===== src/rtl/hough_acc_arbiter.sv =====
// Hough accumulator arbiter: sole owner of the accumulator RAM port.
// Serializes three users of the single-port RAM:
//   - vote:  read-modify-write saturating increment of one rho bin
//   - read:  single-bin readout for the peak search
//   - clear: zero every bin 0..DEPTH-1 (automatically after reset, or on request)
// Ports:
//   clock, reset              - rising-edge clock, synchronous active-high reset
//   vote_valid/addr/ready     - vote handshake (addr is already-offset rho)
//   rd_valid/addr/ready       - readout handshake
//   rd_ack, rd_data           - one-cycle ack pulse, data held until next ack
//   clear_start, clear_busy   - clear request / clear pending-or-running
//   sat_flag, range_err       - sticky status, cleared when a clear begins
//   ram_addr/we/wdata/rdata   - accumulator RAM port (rdata one cycle after addr)
module hough_acc_arbiter #(
  parameter int ADDR_W = 11,
  parameter int DEPTH  = 1600,
  parameter int CNT_W  = 16
) (
  input  logic              clock,
  input  logic              reset,
  input  logic              vote_valid,
  input  logic [ADDR_W-1:0] vote_addr,
  output logic              vote_ready,
  input  logic              rd_valid,
  input  logic [ADDR_W-1:0] rd_addr,
  output logic              rd_ready,
  output logic              rd_ack,
  output logic [CNT_W-1:0]  rd_data,
  input  logic              clear_start,
  output logic              clear_busy,
  output logic              sat_flag,
  output logic              range_err,
  output logic [ADDR_W-1:0] ram_addr,
  output logic              ram_we,
  output logic [CNT_W-1:0]  ram_wdata,
  input  logic [CNT_W-1:0]  ram_rdata
);

  typedef enum logic [2:0] {IDLE, CLEAR, V_RD, V_WR, R_RD, R_CAP} state_t;

  localparam logic [ADDR_W:0]   DEPTH_X  = (ADDR_W+1)'(DEPTH);
  localparam logic [ADDR_W-1:0] LAST_BIN = ADDR_W'(DEPTH-1);
  localparam logic [CNT_W-1:0]  CNT_MAX  = '1;

  state_t            state;
  logic [ADDR_W-1:0] op_addr;
  logic [ADDR_W-1:0] clr_addr;
  logic              clear_pend;
  logic              last_grant_rd;   // 1: most recent accepted request was a read

  logic can_grant, grant_vote, grant_rd, vote_oor, rd_oor, rdata_max;
  logic [CNT_W-1:0] incr;

  // Ready is only offered from IDLE with no clear pending; on contention
  // the requester that did not win last time gets the slot.
  assign can_grant  = (state == IDLE) && !clear_pend;
  assign grant_vote = can_grant && vote_valid && (!rd_valid || last_grant_rd);
  assign grant_rd   = can_grant && rd_valid && (!vote_valid || !last_grant_rd);
  assign vote_ready = grant_vote;
  assign rd_ready   = grant_rd;

  assign vote_oor  = {1'b0, vote_addr} >= DEPTH_X;
  assign rd_oor    = {1'b0, rd_addr} >= DEPTH_X;
  assign rdata_max = (ram_rdata == CNT_MAX);
  assign incr      = rdata_max ? CNT_MAX : ram_rdata + CNT_W'(1);

  assign clear_busy = clear_pend || (state == CLEAR);

  // RAM port decoded from state. Held quiet during reset so an abandoned
  // read-modify-write can never land a write.
  always_comb begin
    ram_addr  = '0;
    ram_we    = 1'b0;
    ram_wdata = '0;
    if (!reset) begin
      case (state)
        CLEAR: begin
          ram_addr = clr_addr;
          ram_we   = 1'b1;
        end
        V_RD, R_RD, R_CAP: ram_addr = op_addr;
        V_WR: begin
          ram_addr  = op_addr;
          ram_we    = 1'b1;
          ram_wdata = incr;
        end
        default: ;
      endcase
    end
  end

  always_ff @(posedge clock) begin
    if (reset) begin
      state         <= IDLE;
      op_addr       <= '0;
      clr_addr      <= '0;
      clear_pend    <= 1'b1;
      last_grant_rd <= 1'b1;
      rd_ack        <= 1'b0;
      rd_data       <= '0;
      sat_flag      <= 1'b0;
      range_err     <= 1'b0;
    end else begin
      rd_ack <= 1'b0;
      if (clear_start && state != CLEAR) clear_pend <= 1'b1;
      case (state)
        IDLE: begin
          if (clear_pend) begin
            // Entry drop wins over a same-cycle clear_start: one clear covers both.
            state      <= CLEAR;
            clear_pend <= 1'b0;
            clr_addr   <= '0;
            sat_flag   <= 1'b0;
            range_err  <= 1'b0;
          end else if (grant_vote) begin
            last_grant_rd <= 1'b0;
            if (vote_oor) range_err <= 1'b1;
            else begin
              op_addr <= vote_addr;
              state   <= V_RD;
            end
          end else if (grant_rd) begin
            last_grant_rd <= 1'b1;
            if (rd_oor) begin
              range_err <= 1'b1;
              rd_ack    <= 1'b1;
              rd_data   <= '0;
            end else begin
              op_addr <= rd_addr;
              state   <= R_RD;
            end
          end
        end
        CLEAR: begin
          clr_addr <= clr_addr + ADDR_W'(1);
          if (clr_addr == LAST_BIN) state <= IDLE;
        end
        V_RD: state <= V_WR;
        V_WR: begin
          if (rdata_max) sat_flag <= 1'b1;
          state <= IDLE;
        end
        R_RD: state <= R_CAP;
        R_CAP: begin
          rd_data <= ram_rdata;
          rd_ack  <= 1'b1;
          state   <= IDLE;
        end
        default: state <= IDLE;
      endcase
    end
  end

endmodule


===== config.mk =====
export PLATFORM = sky130hd
export DESIGN_NAME = hough_acc_arbiter
export DESIGN_NICKNAME = d
export VERILOG_FILES = /design/src/rtl/hough_acc_arbiter.sv
export SDC_FILE = /design/constraint.sdc
export NUM_CORES = 1
export LEC_CHECK = 0
export BUFFER_PORTS_ARGS = -buffer_cell sky130_fd_sc_hd__buf_2
export CAP_MARGIN = 10
export CORE_ASPECT_RATIO = 1.4
export CORE_MARGIN = 1.5
export CORE_UTILIZATION = 52
export CTS_BUF_LIST = sky130_fd_sc_hd__clkbuf_4
export CTS_CLUSTER_DIAMETER = 100
export DETAILED_ROUTE_END_ITERATION = 16
export HOLD_SLACK_MARGIN = 0.1
export PLACE_DENSITY = 0.85
export RECOVER_POWER = 50
export SLEW_MARGIN = 20
export SYNTH_ARGS = -nofsm -noshare
export SYNTH_HDL_FRONTEND = slang
export SYNTH_SLANG_ARGS = --single-unit

===== constraint.sdc =====
create_clock -name clock -period 2 [get_ports clock]
set_input_delay 0.4 -clock clock [delete_from_list [all_inputs] [get_ports clock]]
set_output_delay 0.4 -clock clock [all_outputs]
set_load 0.02 [all_outputs]

=== Yosys cells after proc, flatten, opt, wreduce, memory -nomap -nowiden ===
Cells that the tools add are included.
W data, S select, Z words.

* Add/subtract/negate cells: 2
* Bitwise gates (word level): 1
* Reductions and logical operators: 29
* Mux-type cells: 43
* Magnitude comparators: 2
* Eq/ne operators: 21

{| class="wikitable"
|+ Operators by type and width
! operator !! number
|-
| $mux W16 || 7
|-
| $mux W11 || 6
|-
| $pmux W11 S2 || 2
|-
| $pmux W16 S2 || 1
|-
| $ge A11 B11 Y1 const B || 2
|-
| $mux W1 || 18
|-
| $mux W3 || 6
|-
| $add A16 B1 Y16 const B || 1
|-
| $eq A16 B16 Y1 const B || 1
|-
| $ne A2 B2 Y1 const B || 8
|-
| $ne A4 B4 Y1 const B || 3
|-
| $pmux W3 S4 || 1
|-
| $add A11 B1 Y11 const B || 1
|-
| $eq A11 B11 Y1 const B || 1
|-
| $reduce_and A5 Y1 || 2
|-
| $reduce_and A4 Y1 || 2
|-
| $reduce_bool A2 Y1 || 4
|-
| $eq A3 B2 Y1 const B || 2
|-
| $eq A3 B3 Y1 const B || 2
|-
| $logic_and A1 B1 Y1 || 6
|-
| $ne A3 B1 Y1 const B || 2
|-
| $reduce_and A3 Y1 || 2
|-
| $reduce_bool A3 Y1 || 2
|-
| $logic_not A1 Y1 || 4
|-
| other kinds (9) || 12
|}

* Flip-flop bits (word level): 46

=== Depth between registers and ports, before layout ===
* Depth in word-level cells: 8
* Depth in mapped cells: 7
* Gate-level depth less buffers: 5

=== Worst setup path before layout ===
Ideal clock, no wire load.

* Path kind: input-to-output
* Start point: input ram_rdata[8]
* End point: output ram_wdata[15]
* Path slack: -0.084 ns
* Stages: 4
* Arrival: 1.684 ns
* Required time: 1.600 ns
* Path buffers: 0
* Path through: nand4_4 -> nor4_2 -> a41oi_1 -> a311oi_1

* Longest elaborated chain between the ends: 4
* Elaborated cells between the ends (all ways): 5
* Those cells by class: 1 x add/sub; 1 x eq/ne; 3 x mux

{| class="wikitable"
|+ RTL lines
! what !! RTL line !! text
|-
| start, declared || 36 || <nowiki>input logic [CNT_W-1:0] ram_rdata</nowiki>
|-
| $add A16 B1 Y16 or $eq A16 B16 Y1 (tied branches) || 65, 64 ||
|-
| $mux W16 * || 65 || <nowiki>assign incr = rdata_max ? CNT_MAX : ram_rdata + CNT_W'(1);</nowiki>
|-
| $mux W16 * || 76 || <nowiki>case (state)</nowiki>
|-
| $mux W16 * || 75 || <nowiki>if (!reset) begin</nowiki>
|-
| end, declared || 35 || <nowiki>output logic [CNT_W-1:0] ram_wdata,</nowiki>
|}

Every way passes the cells marked *; elsewhere a longest branch is shown, timed or not.

=== Worst setup path after layout ===
* Start point: input ram_rdata[11]
* End point: output ram_wdata[13]

The elaborated chain is that of the path after synthesis.

==> results.sh <==
export IMPL_seqCellArea_um2=932
export IMPL_syn_area_per_cell_um2=8.72
export IMPL_drive_gt1_frac=0.431
export IMPL_ys_types=55
export IMPL_dp_cells=476
export IMPL_required_ps=1600
export IMPL_dieWidth_um=63.4
export IMPL_num_nets_final=483
export IMPL_htree_levels=2
export IMPL_crit_fanout=3
export IMPL_place_gp_congestion=0.841
export IMPL_synth_main_ff_cell="dfxtp_1"
export IMPL_globalRouteMet3Util=0.0566
export IMPL_clock_sinks=46
export IMPL_clock_power_share=0.176
export IMPL_arrival_ps=1750
export IMPL_worstMarginPinSlew_ps=814
export IMPL_fp_coreArea_mm2=0.00488
export IMPL_wl_um=10900
export IMPL_finClkSkew_ps=11.4
export IMPL_status="finished with violations"
export IMPL_synth_top_area_share=0.346
export IMPL_track_usage=0.304
export IMPL_cts_hold_buf=0
export IMPL_area_delta_synth_final_pct=52.8
export IMPL_place_hpwl_um=5830
export IMPL_syn_inst=305
export IMPL_vias=3274
export IMPL_crit_type="in -> out"
export IMPL_fin_ws_ps=-154
export IMPL_wl_per_cell_um=21.7
export IMPL_die_h_um=87.6
export IMPL_failed_checks="negative setup slack"
export IMPL_rsz0062_at_grt="true"
export IMPL_fmax_ghz=0.464
export IMPL_gr_usage_met2=0.577
export IMPL_yosys_area_top_type="dfxtp_1"
export IMPL_cp_start_kind="input pin"
export IMPL_viasPerCell=6.51
export IMPL_rows=30
export IMPL_p_leak_uw=0.00162
export IMPL_multi_input_area_mm2=0.00183
export IMPL_cp_end_kind="output pin"
export IMPL_drt_iter0_markers=314
export IMPL_maxCapViolCount=0
export IMPL_antenna_found_initial=0
export IMPL_cts_buffers=5
export IMPL_p_seq_frac=0.428
export IMPL_final_hold_violation_count=0
export IMPL_dr_pass1_iters=5
export IMPL_relSlewSlack=0.458
export IMPL_io_buffers=92
export IMPL_overflow=0
export IMPL_p_sw_frac=0.386
export IMPL_cts_tree="yes"
export IMPL_ant_nets=0
export IMPL_drc=0
export IMPL_peakVddDrop_mv=0.532
export IMPL_hp_class="in -> reg"
export IMPL_fillCellCount=275
export IMPL_power_frac_comb=0.396
export IMPL_finalCriticalPeriod_ps=2150
export IMPL_grt_pass1_wl_um=13400
export IMPL_clk_path_buf_depth=2
export IMPL_top_usage_layer="met2"
export IMPL_path_clk_slew_ps=130
export IMPL_ys_ff_latch=46
export IMPL_drv_slew=0
export IMPL_setup_viol=25
export IMPL_stdcell_count=503
export IMPL_die_area_mm2=0.00556
export IMPL_use_met1=0.308
export IMPL_clkLatencyLatePin_ps=380
export IMPL_switchingPower_uw=1000
export IMPL_diodes=0
export IMPL_async_flop_share=0
export IMPL_syn_area_mm2=0.00266
export IMPL_initial_utilization=0.545
export IMPL_powerDensity_mw_per_mm2=640
export IMPL_yosys_cell_count_top_type="dfxtp_1"
export IMPL_ioPinCount=93
export IMPL_synth_edf_count=0
export IMPL_first_global_vias=2833
export IMPL_intPower_uw=1600
export IMPL_dp_slack_ps=-121
export IMPL_synth_nets=350
export IMPL_yosysSeqAreaShare=0.346
export IMPL_yosys_top_cells_count="dfxtp_1, a21oi_1, nor2_1"
export IMPL_rrSetupSlack_ps=90
export IMPL_clockRootBuffer="clkbuf_4"
export IMPL_post_route_period_util=1.08
export IMPL_grt_max_degree=30
export IMPL_synth_warnings=0
export IMPL_synthTopCellsByArea="dfxtp_1, a22o_1, a21oi_1"
-- path summary, 6_finish.rpt --
| check | from | to | cells past startpoint |
|---|---|---|---|
| worst max-delay path | ram_rdata[11] | ram_wdata[13] | 7 |
| worst min-delay path | clear_start | clear_pend$_SDFF_PP1_ | 3 |
| worst max register to register | state[2]$_SDFFE_PP0P_ | rd_data[13]$_SDFFE_PP0P_ | 6 |
| worst min register to register | rd_data[8]$_SDFFE_PP0P_ | rd_data[8]$_SDFFE_PP0P_ | 1 |
-- flip-flops by register name (all words and copies together) (netlist names) --
| signal | cells |
|---|---|
| rd_data | 16 |
| sat_flag | 1 |
| rd_ack | 1 |
| clear_pend | 1 |
| clr_addr | 11 |
| range_err | 1 |
| last_grant_rd | 1 |
| op_addr | 11 |
| state | 3 |
-- power groups by stage --
stage / sequential [uW] / clock, uW / combinational [uW]
6_report: 1110 / 456 / 1030
5_1_grt: 1120 / 502 / 1100
4_1_cts: 1090 / 443 / 872
3_5_place_dp: 1100 / 0 / 794
3_3_place_gp: 1100 / 0 / 768
2_1_floorplan: 1080 / 0 / 537
-- metal layers --
metal / vias up / wire length, um
li1: 1414 / -
met1: 1508 / 3600
met2: 269 / 5690
met3: 83 / 748
met4: 0 / 852
met5: - / 0
-- logic make-up after synthesis --
| logic type | Yosys count | share of synthesized area |
|---|---|---|
| compound gates | 103 | 0.285 |
| xor+xnor | 13 | 0.0428 |
| buf+inv | 32 | 0.0560 |
| fa+ha+maj | 2 | 0.00941 |
| simple gates | 96 | 0.211 |
| flops | 46 | 0.346 |
| mux | 13 | 0.0499 |
-- metrics by stage --
stage	utilization	setup TNS, ps	power, uW	area (um2)	hold WS, ps
floorplan	-	0	1620	2670	464
global placement	0.698	-187	1870	3400	428
detailed placement	0.698	-626	1900	3400	455
CTS	0.751	-278	2410	3670	267
global route	0.832	-3800	2720	4060	242
finish	0.832	-1650	2600	4060	258
-- repair_timing --
action | CTS | global route
gates cloned | 1 | 3
setup endpoints to repair | 28 | 45
buffers inserted | 3 | 12
pin swaps | 10 | 26
gates resized for setup | 47 | 68
hold endpoints to repair | 0 | 0
-- worst max-delay path: stages --
cell      delay [ps]
buf_2            110
nand2_1          170
nor4_4           370
buf_4            190
nand3b_1          80
a31oi_1          220
buf_2            200
-- layout make-up --
type | count | area share
Inverter | 8 | 0.00739
Timing Repair Buffer | 150 | 0.280
Sequential cell | 46 | 0.230
Multi-Input combinational cell | 227 | 0.450
Clock inverter | 2 | 0.00216
Clock buffer | 6 | 0.0111
Tap cell | 64 | 0.0197
-- cells in the final DEF, fill, tap and decap left out, drive strengths merged, types with 7 or more instances in the layout --
cell | Yosys | final
a211oi | 14 | 14
a21oi | 37 | 37
a22o | 16 | 16
a22oi | 9 | 9
buf | 16 | 128
clkbuf | 8 | 28
dfxtp | 46 | 46
inv | 8 | 8
mux2i | 11 | 11
nand2 | 18 | 18
nand3 | 10 | 10
nor2 | 22 | 22
nor3 | 8 | 8
xnor2 | 7 | 7
Note: power is estimated with default switching activity, not from simulation.
